[src/rtl/imem_loader_pkg.sv]
// rtl/imem_loader_pkg.sv - shared state encoding and framing constants for the boot loader
package imem_loader_pkg;

    typedef enum logic [2:0] {
        HDR_HI,
        HDR_LO,
        DATA,
        CSUM,
        RUN,
        ERROR
    } state_t;

    localparam int HDR_BYTES  = 2;
    localparam int WORD_BYTES = 4;

    localparam logic [31:0] DEFAULT_BASE_ADDR = 32'h0000_0000;

endpackage

[src/rtl/imem_loader_if.sv]
// rtl/imem_loader_if.sv - byte stream input and instruction memory write port of the loader
interface imem_loader_if;
    logic        in_valid;
    logic [7:0]  in_data;
    logic        in_ready;
    logic        imem_we;
    logic [31:0] imem_addr;
    logic [31:0] imem_wdata;

    // master drives the byte stream and observes the memory writes; slave is the loader
    modport master (
        output in_valid, in_data,
        input  in_ready, imem_we, imem_addr, imem_wdata
    );

    modport slave (
        input  in_valid, in_data,
        output in_ready, imem_we, imem_addr, imem_wdata
    );
endinterface

[src/rtl/imem_loader_word_assembler.sv]
// rtl/imem_loader_word_assembler.sv - packs big-endian bytes into 32-bit instruction words
module word_assembler
    import imem_loader_pkg::*;
(
    input  logic        clk,
    input  logic        reset,
    input  logic        clear,
    input  logic        byte_valid,
    input  logic [7:0]  byte_data,
    output logic        word_valid,
    output logic [31:0] word
);

    logic [23:0] shreg;
    logic [1:0]  cnt;

    always_ff @(posedge clk or posedge reset) begin
        if (reset) begin
            shreg <= '0;
            cnt   <= '0;
        end else if (clear) begin
            shreg <= '0;
            cnt   <= '0;
        end else if (byte_valid) begin
            shreg <= {shreg[15:0], byte_data};
            cnt   <= cnt + 2'd1;
        end
    end

    // the 4th byte completes the word combinationally so the top can register it in one step
    assign word_valid = byte_valid && (cnt == 2'(WORD_BYTES - 1));
    assign word       = {shreg, byte_data};

endmodule

[src/rtl/imem_loader.sv]
// rtl/imem_loader.sv - boot loader: writes a checksummed word image into imem, then releases the core
module imem_loader
    import imem_loader_pkg::*;
#(
    parameter logic [31:0] BASE_ADDR = DEFAULT_BASE_ADDR,
    parameter int          MAX_WORDS = 64
) (
    input  logic          clk,
    input  logic          reset,
    imem_loader_if.slave  bus,
    output logic          cpu_reset,
    output logic          done,
    output logic          err
);

    state_t      state, state_next;
    logic [15:0] count, index, hdr_count;
    logic [7:0]  xor_acc;
    logic        accept, word_valid;
    logic [31:0] word;

    assign bus.in_ready = (state == HDR_HI) || (state == HDR_LO) ||
                          (state == DATA)   || (state == CSUM);
    assign accept    = bus.in_valid && bus.in_ready;
    assign hdr_count = {count[15:8], bus.in_data};

    word_assembler u_asm (
        .clk        (clk),
        .reset      (reset),
        .clear      (state != DATA),
        .byte_valid (accept && (state == DATA)),
        .byte_data  (bus.in_data),
        .word_valid (word_valid),
        .word       (word)
    );

    always_comb begin
        state_next = state;
        case (state)
            HDR_HI: if (accept) state_next = HDR_LO;
            HDR_LO: if (accept) begin
                if (hdr_count > 16'(MAX_WORDS)) state_next = ERROR;
                else if (hdr_count == 16'd0)    state_next = CSUM;
                else                            state_next = DATA;
            end
            DATA:   if (word_valid && (index == count - 16'd1)) state_next = CSUM;
            CSUM:   if (accept) state_next = (bus.in_data == xor_acc) ? RUN : ERROR;
            default: state_next = state;
        endcase
    end

    always_ff @(posedge clk or posedge reset) begin
        if (reset) begin
            state          <= HDR_HI;
            count          <= '0;
            index          <= '0;
            xor_acc        <= '0;
            bus.imem_we    <= 1'b0;
            bus.imem_addr  <= '0;
            bus.imem_wdata <= '0;
            cpu_reset      <= 1'b1;
            done           <= 1'b0;
            err            <= 1'b0;
        end else begin
            state       <= state_next;
            bus.imem_we <= 1'b0;
            if (accept && (state != CSUM)) xor_acc <= xor_acc ^ bus.in_data;
            if (accept && (state == HDR_HI)) count <= {bus.in_data, 8'h00};
            if (accept && (state == HDR_LO)) count <= hdr_count;
            if (word_valid) begin
                bus.imem_we    <= 1'b1;
                bus.imem_addr  <= BASE_ADDR + {14'd0, index, 2'b00};
                bus.imem_wdata <= word;
                index          <= index + 16'd1;
            end
            // status follows the next state so it changes together with the FSM
            cpu_reset <= (state_next != RUN);
            done      <= (state_next == RUN);
            err       <= (state_next == ERROR);
        end
    end

endmodule

[src/flat_wrapper.sv]
// flat-port wrapper written by rule: the top's interface ports become plain ports
module imem_loader_flat import imem_loader_pkg::*;
#(
    parameter logic [31:0] BASE_ADDR = DEFAULT_BASE_ADDR,
    parameter int          MAX_WORDS = 64
)
  (clk, reset, cpu_reset, done, err, bus_in_valid, bus_in_data, bus_in_ready, bus_imem_we, bus_imem_addr, bus_imem_wdata);
  imem_loader_if bus_i ();
  input  logic clk;
  input  logic reset;
  output logic cpu_reset;
  output logic done;
  output logic err;
  input wire logic [$bits(bus_i.in_valid)-1:0] bus_in_valid;
  input wire logic [$bits(bus_i.in_data)-1:0] bus_in_data;
  output wire logic [$bits(bus_i.in_ready)-1:0] bus_in_ready;
  output wire logic [$bits(bus_i.imem_we)-1:0] bus_imem_we;
  output wire logic [$bits(bus_i.imem_addr)-1:0] bus_imem_addr;
  output wire logic [$bits(bus_i.imem_wdata)-1:0] bus_imem_wdata;
  assign bus_i.in_valid = bus_in_valid;
  assign bus_i.in_data = bus_in_data;
  assign bus_in_ready = bus_i.in_ready;
  assign bus_imem_we = bus_i.imem_we;
  assign bus_imem_addr = bus_i.imem_addr;
  assign bus_imem_wdata = bus_i.imem_wdata;
  imem_loader #(.BASE_ADDR(BASE_ADDR), .MAX_WORDS(MAX_WORDS)) u_core (.clk(clk), .reset(reset), .bus(bus_i), .cpu_reset(cpu_reset), .done(done), .err(err));
endmodule
[config.mk]
export PLATFORM = sky130hd
export DESIGN_NAME = imem_loader_flat
export DESIGN_NICKNAME = d
export VERILOG_FILES = /design/src/rtl/imem_loader_pkg.sv /design/src/rtl/imem_loader_if.sv /design/src/rtl/imem_loader_word_assembler.sv /design/src/rtl/imem_loader.sv /design/src/flat_wrapper.sv
export SDC_FILE = /design/constraint.sdc
export NUM_CORES = 1
export LEC_CHECK = 0
export BUFFER_PORTS_ARGS = -buffer_cell sky130_fd_sc_hd__buf_2
export CORE_MARGIN = 1.5
export CORE_UTILIZATION = 51
export CTS_CLUSTER_DIAMETER = 200
export CTS_CLUSTER_SIZE = 28
export DETAILED_ROUTE_END_ITERATION = 10
export PLACE_DENSITY_LB_ADDON = 0.15
export SETUP_SLACK_MARGIN = 0.3
export SYNTH_ARGS = -nofsm -noshare
export SYNTH_HDL_FRONTEND = slang
export SYNTH_SLANG_ARGS = --single-unit
[constraint.sdc]
create_clock -name clk -period 3.45 [get_ports clk]
set_input_delay 0.1725 -clock clk [delete_from_list [all_inputs] [get_ports clk]]
set_output_delay 0.1725 -clock clk [all_outputs]
set_load 0.03 [all_outputs]
==> impl_metrics.py, run 1 <==
metrics = {
    "drt": {
        "viasPerCell": 5.166,
        "drc_errors": 0,
        "wl_um": 10840,
        "drtIter0Drc": 216,
        "first_pass_iters": 4,
        "wire_per_inst_um": 14.26,
        "postRouteAntennaNets": 0,
        "num_vias": 3926,
    },
    "clocking": {
        "post_cts_buffers": 0,
        "root_buffer": "clkbuf_8",
        "cts.sinks": 121,
        "path_clk_slew_ns": 0.06,
        "clk_path_buf_depth": 2,
        "insertion_delay_ns": 0.52,
        "htree_num_levels": 4,
        "cts_tree": "built",
        "cts_buffers": 17,
    },
    "critical_path": {
        "crit_chain": "and4bb_2, nand2_2, clkinv_1, buf_12, nand2_1, nand2_1",
        "cp_common_cell": "nand2_1",
        "arrival_ns": 3.09,
        "critPathLaunchType": "flop",
        "critPathMaxFanout": 28,
        "endpoint_kind": "flop",
        "crit_type": "reg -> reg",
        "max_stage_delay_ns": 0.69,
        "slowest_stage": "dfrtp_1",
        "required_ns": 3.86,
    },
    "yosys": {
        "synth_top_family_by_area": "simple AND/OR/NAND/NOR gates",
        "syn_avg_cell_area_um2": 9.950,
        "synthMuxAreaShare_pct": 2.088,
        "synthSimpleGateAreaFrac_pct": 21.09,
        "synth_seq_cells": 121,
        "synth_adder_area_share_pct": 0.6961,
        "syn_area_um2": 5393,
        "ys_warn_count": 0,
        "synth_cell_types": 49,
        "syn_inst": 542,
        "synth-compound-area-share_pct": 7.146,
        "synth-seq-area-share_pct": 56.17,
        "synth_xor_area_share_pct": 8.121,
    },
    "layout": {
        "layout.nets": 626,
        "drive_gt1_share_pct": 18.59,
        "n_antenna_cell": 0,
        "finish.utilization_pct": 62.60,
        "synthToLayoutAreaGrowth_pct": 19.30,
    },
    "global_routing": {
        "grt_max_degree": 122,
        "met1_usage_pct": 30.61,
        "met3_usage_pct": 5.257,
        "use_met2_pct": 31.35,
        "busiest_layer": "met2",
        "antenna_found_initial": 0,
        "grt_pass1_vias": 3692,
        "grt-ovfl-total": 0,
        "grt_usage_pct": 21.29,
        "grt_pass1_wl_um": 18400,
    },
    "floorplan": {
        "die_area_um2": 11200,
        "io_pins": 80,
        "die_x_um": 105.8,
        "core_um2": 10280,
        "num_rows": 37,
        "die_h_um": 105.8,
        "start_util_pct": 52.47,
    },
    "worst_hold_path": {
        "hold_class": "in -> async",
    },
    "pwr": {
        "swShare_pct": 22.04,
        "seq_power_share_pct": 44.8,
        "combPwrFrac_pct": 3.8,
        "p_switching_mw": 0.7090,
        "pwr_density_cell_nw_per_um2": 500.0,
        "p_leak_nw": 3.334,
        "intPower_mw": 2.508,
        "peakVddDrop_v": 0.0002417,
        "clkPwrFrac_pct": 51.4,
    },
    "timing": {
        "worst_clock_skew_ns": 0.007254,
        "worst_slack_ns": 0.7700,
        "worstMarginPinSlew_ns": 0.8437,
        "final-hold-violation-count": 0,
        "rsz0062_at_grt": "no",
        "finalCritPeriodShare_pct": 77.68,
        "slew_viol_final": 0,
        "finalSetupViolations": 0,
        "period_minus_slack_ns": 2.680,
        "fmax_mhz": 373.1,
        "maxSlewHeadroom_pct": 43.41,
        "setup_tns_ns": 0,
    },
    "placed_design": {
        "gp_congestion": 0.7593,
        "dp_hpwl_um": 6997,
        "dp_slack_ns": 0.7991,
        "numPortBuffers": 63,
    },
    "job": {
        "drv_cap": 0,
    },
    "run_status": {
        "outcome": "completed",
    },
}
state kept, by name (all words and copies together), names as in the netlist:
register               count
u_core.count              16
u_core.xor_acc             8
u_core.u_asm.shreg        24
u_core.state               3
u_core.bus.imem_addr      16
u_core.u_asm.cnt           2
u_core.cpu_reset           1
u_core.index              16
u_core.bus.imem_wdata     32
u_core.done                1
u_core.err                 1
u_core.bus.imem_we         1
repair_timing:
action,CTS,global route
hold buffers,10,0
endpoints found under the hold margin,142,0
resized for setup,0,0
worst paths after layout:
kind	to	slack, ns	depth (start not counted)	start
max	u_core.bus.imem_wdata[23]	0.77	6	u_core.state[0]
min	u_core.bus.imem_addr[16]	0.40	4	reset
max reg2reg	u_core.bus.imem_wdata[23]	0.77	6	u_core.state[0]
min reg2reg	u_core.bus.imem_wdata[31]	0.47	2	u_core.bus.imem_wdata[31]
max in group asynchronous	u_core.bus.imem_wdata[12]	2.60	4	reset
min in group clk	u_core.bus.imem_wdata[31]	0.47	2	u_core.bus.imem_wdata[31]
power by group through the flow:
stage,clock network (mW),registers (mW),logic (mW)
floorplan,0,1.46,0.0982
global placement,0,1.47,0.115
detailed placement,0,1.47,0.116
CTS,1.69,1.44,0.125
global route,1.75,1.44,0.137
finish,1.65,1.44,0.123
cells in the mapped netlist, drive strengths merged:
cell type,instances,area share [%]
nand2,183,13
dfrtp,120,56
xnor2,36,5.8
a22o,25,4.1
buf,21,2.7
clkbuf,20,1.4
nor2,16,1.1
xor2,14,2.3
nor3,13,1.4
nand3,11,1.1
o21ai,11,1.0
mux2,10,2.1
nand4,7,0.81
inv,6,0.42
nor2b,4,0.46
a31oi,3,0.35
ha,3,0.70
nor3b,3,0.60
nor4,3,0.35
o211ai,3,0.42
or3,3,0.35
or4,3,0.42
and2,2,0.28
and3,2,0.23
or2,2,0.23
a21boi,1,0.14
a21o,1,0.14
a21oi,1,0.093
a311oi,1,0.16
a31o,1,0.16
a32oi,1,0.16
and2b,1,0.14
and4bb,1,0.23
clkinv,1,0.070
conb,1,0.070
dfstp,1,0.49
nand2b,1,0.12
nand3b,1,0.14
nand4b,1,0.16
o22ai,1,0.12
o311a,1,0.19
o31ai,1,0.14
or4b,1,0.19
final cells by class:
cell class              count  area [µm²]
clock buffers              20       435.4
fillers                   890        3844
multi-input cells         388        2173
clock inverters            11       125.1
repair buffers             77       470.5
inverters                   7       30.03
flip-flops and latches    121        3029
well taps                 136       170.2
logic make-up after synthesis:
group | Yosys count
AND/OR/NAND/NOR | 258
flip-flops | 121
AO/OA/AOI/OAI | 51
XOR/XNOR | 50
buffers and inverters | 48
multiplexers | 10
adder cells (fa/ha/maj) | 3
other | 1
layer usage:
layer  wire length (µm)  up-vias  share of wire [%]
met3                539       14                5.0
met1               5254     1901                 48
li1                   -     1900                  -
met5                  0        -                  0
met2               4903      111                 45
met4                142        0                1.3
worst max-delay path: cells and delay by family (launching register included):
family	cells	cell delay (ns)
buffers and inverters	2	1.11
AND/OR/NAND/NOR	4	0.77
flip-flops	1	0.69
stage by stage:
step | hold slack [ns] | instance area (µm²) | std cells | total power [mW]
2_1_floorplan | 0.2779 | 5453 | 557 | 1.561
3_3_place_gp | 0.4036 | 5773 | 719 | 1.580
3_5_place_dp | 0.4137 | 5773 | 719 | 1.582
4_1_cts | 0.4099 | 6434 | 760 | 3.251
5_1_grt | 0.4698 | 6434 | 760 | 3.333
6_report | 0.3977 | 6434 | 760 | 3.217
placed cells by master, fill, tap and decap left out, drive strengths merged, types with 3 or more instances in the layout:
cell type    Yosys  routed
a22o            25      25
a31oi            3       3
buf             21      67
clkbuf          20      20
clkinv           1       5
clkinvlp         0       6
conb             1      16
dfrtp          120     120
dlygate4sd3      0      10
ha               3       3
inv              6       5
mux2            10      10
nand2          183     183
nand3           11      11
nand4            7       7
nor2            16      16
nor2b            4       4
nor3            13      13
nor3b            3       3
nor4             3       3
o211ai           3       3
o21ai           11      11
or3              3       3
or4              3       3
xnor2           36      36
xor2            14      14
(Power assumes the default switching activity.)
==> inputs of run 2 (changes only) <==
==> constraint.sdc (replaced) <==
create_clock -name clk -period 2.3 [get_ports clk]
set_input_delay 0.115 -clock clk [delete_from_list [all_inputs] [get_ports clk]]
set_output_delay 0.115 -clock clk [all_outputs]
set_load 0.03 [all_outputs]
==> run 2 against run 1 <==
  * Worst setup slack lost 0.38 ns
  * Register-to-register slack lost 0.38 ns
  * Cell count grew 2.0%
  * First-iteration DRC count shrank 4.2%
  * Highest routed layer unchanged
==> impl_metrics.py, run 2 (same netlist as run 1, synthesis figures left out) <==
metrics = {
    "run_status": {
        "outcome": "completed",
    },
    "clocking": {
        "path_clk_slew_ns": 0.06,
        "cts_tree": "built",
        "clk_path_buf_depth": 2,
        "htree_num_levels": 4,
        "root_buffer": "clkbuf_8",
        "insertion_delay_ns": 0.53,
        "cts.sinks": 121,
        "cts_buffers": 17,
    },
    "floorplan": {
        "core_um2": 10280,
        "io_pins": 80,
        "die_area_um2": 11200,
        "num_rows": 37,
        "die_x_um": 105.8,
        "start_util_pct": 52.47,
        "die_h_um": 105.8,
    },
    "global_routing": {
        "grt_usage_pct": 22.57,
        "grt_pass1_vias": 3791,
        "grt_pass1_wl_um": 19480,
        "grt-ovfl-total": 0,
        "grt_max_degree": 122,
        "antenna_found_initial": 0,
    },
    "timing": {
        "holdWs_ns": 0.2901,
        "worstMarginPinSlew_ns": 0.6615,
        "finalSetupViolations": 0,
        "finalCritPeriodShare_pct": 83.25,
        "slew_viol_final": 0,
        "period_minus_slack_ns": 1.915,
        "rsz0062_at_grt": "no",
        "setup_tns_ns": 0,
        "final-hold-violation-count": 0,
        "fmax_mhz": 522.3,
        "maxSlewHeadroom_pct": 55.90,
        "worst_clock_skew_ns": 0.004420,
    },
    "layout": {
        "drive_gt1_share_pct": 22.85,
        "finish.utilization_pct": 64.69,
        "final_common_cell": "nand2_1",
        "largestRegisters": "u_core.bus.imem_wdata: 32 flops, u_core.u_asm.shreg: 24 flops",
        "multiInputGateArea_um2": 2228,
        "n_fill_cell": 882,
        "synthToLayoutAreaGrowth_pct": 23.29,
        "n_antenna_cell": 0,
        "ff_latch_area_um2": 3034,
        "fin_area_um2": 6649,
        "mostFrequentLayoutCells": "nand2_1 (182), dfrtp_1 (116), buf_2 (63)",
        "layout.nets": 640,
        "regMostFlops": "u_core.bus.imem_wdata",
        "largest_reg_flops": 32,
    },
    "pwr": {
        "p_switching_mw": 1.129,
        "clkPwrFrac_pct": 54.1,
        "pwr_density_cell_nw_per_um2": 772.5,
        "peakVddDrop_v": 0.0004634,
        "seq_power_share_pct": 42.1,
        "intPower_mw": 4.007,
        "combPwrFrac_pct": 3.8,
        "swShare_pct": 21.97,
        "power_mw": 5.136,
        "p_leak_nw": 3.450,
    },
    "placed_design": {
        "dp_hpwl_um": 7167,
        "numPortBuffers": 63,
        "gp_congestion": 0.9121,
        "place_area_um2": 5801,
    },
    "drt": {
        "first_pass_iters": 4,
        "drc_errors": 0,
        "viasPerCell": 5.245,
        "num_vias": 4065,
        "postRouteAntennaNets": 0,
        "drtIter0Drc": 207,
        "wl_um": 11640,
        "wire_per_inst_um": 15.02,
    },
    "critical_path": {
        "required_ns": 2.72,
        "crit_type": "reg -> reg",
        "endpoint_kind": "flop",
        "slowest_stage": "or4_4",
        "crit_chain": "or4_4, nor3b_4, nand3_1, a32oi_2, nor2_2, a31o_1",
        "crit_family": "simple AND/OR/NAND/NOR gates",
        "path_buf_inv": 0,
        "critPathLaunchType": "flop",
        "arrival_ns": 2.34,
        "max_stage_delay_ns": 0.57,
        "critPathMaxFanout": 5,
    },
    "job": {
        "drv_cap": 0,
    },
    "worst_hold_path": {
        "hold_class": "in -> async",
    },
}
run 2: cell type report:
class                      count  share of cell area (%)
timing repair buffer          91                   8.468
clock buffer                  19                   6.492
inverter                       7                  0.4516
sequential                   121                   45.63
tap                          136                   2.559
clock inverter                13                   2.879
multi-input combinational    388                   33.52
run 2: path summary, 6_finish.rpt:
| check | startpoint | endpoint | slack, ns | depth (start not counted) |
|---|---|---|---|---|
| worst min register to register | u_core.bus.imem_addr[10] | u_core.bus.imem_addr[10] | 0.47 | 2 |
| min in group clk | bus_in_data[0] | u_core.bus.imem_wdata[0] | 0.45 | 4 |
| worst min-delay path | reset | u_core.bus.imem_addr[16] | 0.29 | 4 |
| worst max register to register | u_core.count[11] | u_core.state[0] | 0.39 | 6 |
| max in group asynchronous | reset | u_core.count[4] | 1.45 | 4 |
| worst max-delay path | u_core.count[11] | u_core.state[0] | 0.39 | 6 |
run 2: worst reg2reg max path: cells and delay by family, from the launching register on:
family,cells,cell delay [ns]
simple gates,4,0.97
compound gates,2,0.40
flops,1,0.43
run 2: metal layers:
| metal | global-route usage, % | part of all wire, % | vias up |
|---|---|---|---|
| met4 | 10.04 | 2.6 | 0 |
| met1 | 32.76 | 48 | 1985 |
| met5 | 0 | 0 | - |
| met3 | 4.453 | 4.2 | 32 |
| li1 | - | - | 1939 |
| met2 | 32.88 | 45 | 109 |
run 2: what timing repair did:
action | CTS | global route
setup buffers | 3 | 6
pin swaps | 1 | 5
gates resized for setup | 5 | 11
hold buffers | 10 | 0
hold endpoints to repair | 159 | 0
endpoints found under the setup margin | 4 | 9
run 2: per-stage QoR:
| stage | setup slack [ns] | cells |
|---|---|---|
| 6_report | 0.3853 | 775 |
| 5_1_grt | 0.3036 | 775 |
| 4_1_cts | 0.2943 | 769 |
| 3_5_place_dp | 0.1507 | 724 |
| 3_3_place_gp | 0.2543 | 724 |
| 2_1_floorplan | 0.3284 | 557 |
run 2: power groups by stage:
stage	sequential, mW	combinational, mW	clock (mW)
after floorplan	2.19	0.147	0
after global placement	2.20	0.174	0
after detailed placement	2.20	0.177	0
after CTS	2.16	0.192	2.82
after global routing	2.16	0.216	2.91
final	2.16	0.194	2.78
==> inputs of run 3 (changes only) <==
--- a/config.mk
+++ b/config.mk
@@ -7,7 +7,7 @@
 export LEC_CHECK = 0
 export BUFFER_PORTS_ARGS = -buffer_cell sky130_fd_sc_hd__buf_2
 export CORE_MARGIN = 1.5
-export CORE_UTILIZATION = 51
+export CORE_UTILIZATION = 57
 export CTS_CLUSTER_DIAMETER = 200
 export CTS_CLUSTER_SIZE = 28
 export DETAILED_ROUTE_END_ITERATION = 10
==> constraint.sdc (replaced) <==
create_clock -name clk -period 1.8 [get_ports clk]
set_input_delay 0.09 -clock clk [delete_from_list [all_inputs] [get_ports clk]]
set_output_delay 0.09 -clock clk [all_outputs]
set_load 0.03 [all_outputs]
==> run 3 against run 2 <==
  * The run now ends with setup timing left
  * Routed wire length rose by 14%
  * Largest power group unchanged
  * Die area fell by 10%
  * Register-to-register slack got worse by 0.53 ns
  * Critical endpoint unchanged
  * Core utilization rose by 14 points
  * Sequential share of layout area fell by 3.7 points
  * Via count rose by 5.7%
  * Highest routed layer unchanged
  * Sequential power rose by 27%
==> impl_metrics.py, run 3 (same netlist as run 1, synthesis figures left out) <==
metrics = {
    "run_status": {
        "outcome": "complete, but fails checks",
        "violations": "setup timing",
    },
    "timing": {
        "rsz0062_at_grt": "yes",
        "fmax_mhz": 515.4,
        "worst_clock_skew_ns": 0.009092,
        "maxSlewHeadroom_pct": 55.71,
        "finalSetupViolations": 12,
        "period_minus_slack_ns": 1.940,
        "worst_slack_ns": -0.1402,
        "holdWs_ns": 0.1537,
        "slew_viol_final": 0,
        "setup_tns_ns": -0.6729,
        "worstMarginPinSlew_ns": 0.6644,
        "finalCritPeriodShare_pct": 107.8,
        "final-hold-violation-count": 0,
    },
    "floorplan": {
        "num_rows": 35,
        "core_um2": 9196,
        "die_area_um2": 10050,
        "io_pins": 80,
        "die_h_um": 100.3,
        "die_x_um": 100.3,
        "start_util_pct": 58.64,
    },
    "drt": {
        "postRouteAntennaNets": 0,
        "viasPerCell": 5.383,
        "drtIter0Drc": 260,
        "wire_per_inst_um": 16.70,
        "wl_um": 13330,
        "drc_errors": 0,
        "num_vias": 4296,
        "first_pass_iters": 5,
    },
    "pwr": {
        "combPwrFrac_pct": 4.8,
        "p_leak_nw": 3.824,
        "p_switching_mw": 1.602,
        "swShare_pct": 25.28,
        "peakVddDrop_v": 0.0006979,
        "power_mw": 6.335,
        "intPower_mw": 4.733,
        "clkPwrFrac_pct": 51.7,
        "pwr_density_cell_nw_per_um2": 876.0,
        "seq_power_share_pct": 43.5,
    },
    "layout": {
        "largest_reg_flops": 32,
        "largestRegisters": "u_core.bus.imem_wdata: 32 flops, u_core.u_asm.shreg: 24 flops",
        "final_common_cell": "nand2_1",
        "finish.utilization_pct": 78.64,
        "final_cells": 798,
        "n_antenna_cell": 0,
        "fin_area_um2": 7232,
        "drive_gt1_share_pct": 30.86,
        "mostFrequentLayoutCells": "nand2_1 (179), dfrtp_1 (120), buf_2 (62)",
        "synthToLayoutAreaGrowth_pct": 34.11,
        "regMostFlops": "u_core.bus.imem_wdata",
        "layout.nets": 688,
    },
    "placed_design": {
        "dp.cells": 736,
        "dp_slack_ns": -0.07316,
        "dp_hpwl_um": 8099,
        "place_area_um2": 6106,
        "gp_congestion": 0.8630,
        "numPortBuffers": 63,
    },
    "global_routing": {
        "grt_pass1_vias": 4145,
        "grt_usage_pct": 26.90,
        "grt-ovfl-total": 0,
        "grt_max_degree": 122,
        "antenna_found_initial": 0,
        "grt_pass1_wl_um": 20480,
    },
    "clocking": {
        "cts_buffers": 17,
        "htree_num_levels": 4,
        "insertion_delay_ns": 0.52,
        "path_clk_slew_ns": 0.06,
        "cts.sinks": 121,
        "cts_tree": "built",
        "clk_path_buf_depth": 2,
        "root_buffer": "clkbuf_8",
    },
    "critical_path": {
        "critPathMaxFanout": 3,
        "critPathLaunchType": "flop",
        "arrival_ns": 2.35,
        "required_ns": 2.21,
        "endpoint_kind": "flop",
        "crit_type": "reg -> reg",
    },
    "worst_hold_path": {
        "hold_class": "in -> reg",
    },
    "job": {
        "drv_cap": 0,
    },
}
run 3: changes by cell type in the layout (fill, tap and decap cells not counted), moves of 4 or more:
| cell | change |
|---|---|
| buf_4 | +34 |
| buf_6 | +9 |
| mux2_2 | -9 |
| mux2_4 | +9 |
| xnor2_1 | -5 |
| xnor2_2 | +5 |
| dfrtp_1 | +4 |
| dfrtp_2 | -4 |
| nand3_1 | -4 |
| nor2_1 | -4 |
run 3: path summary, 6_finish.rpt:
path	start	to	slack, ns	cells past startpoint
max in group asynchronous	reset	u_core.index[7]	1.00	4
worst min-delay path	bus_in_valid	u_core.u_asm.shreg[4]	0.15	4
min in group asynchronous	reset	u_core.bus.imem_addr[2]	0.27	4
worst min register to register	u_core.bus.imem_addr[2]	u_core.bus.imem_addr[2]	0.47	2
worst max register to register	u_core.count[14]	u_core.state[0]	-0.14	6
worst max-delay path	u_core.count[14]	u_core.state[0]	-0.14	6
run 3: worst max-delay path, cell delays in order, from the launching register on:
cell and delay [ns]:
dfrtp_1 0.38, or4_4 0.56, nor3b_4 0.26, nand3_1 0.13
a32oi_2 0.22, nor2_2 0.09, a31o_1 0.19
run 3: power groups by stage:
stage	sequential, mW	combinational, mW	clock, mW
after floorplan	2.80	0.190	0
after global placement	2.80	0.254	0
after global routing	2.75	0.332	3.43
after CTS	2.75	0.287	3.29
after detailed placement	2.80	0.257	0
final	2.75	0.303	3.28
run 3: layer usage:
layer | global-route usage (%) | wire (µm) | share of wire [%] | vias to the layer above
li1 | - | - | - | 2032
met1 | 37.07 | 6119 | 46 | 2132
met2 | 42.65 | 6535 | 49 | 115
met3 | 5.223 | 516 | 3.9 | 17
met4 | 10.18 | 155 | 1.2 | 0
met5 | 0 | 0 | 0 | -
run 3: timing repair:
action                                  in CTS  in global routing
endpoints found under the setup margin      87                 70
endpoints found under the hold margin      154                  0
buffers inserted                             4                 13
pin swaps                                   16                 16
hold buffers                                12                  0
gates resized for setup                     17                 46
gates cloned                                 0                  1
run 3: layout make-up:
cell class              instances  area [µm²]
flip-flops and latches        121        3029
multi-input cells             388        2430
fillers                       596        1964
repair buffers                139        1020
clock buffers                  17       414.1
clock inverters                15       155.1
well taps                     111       138.9
inverters                       7       45.04
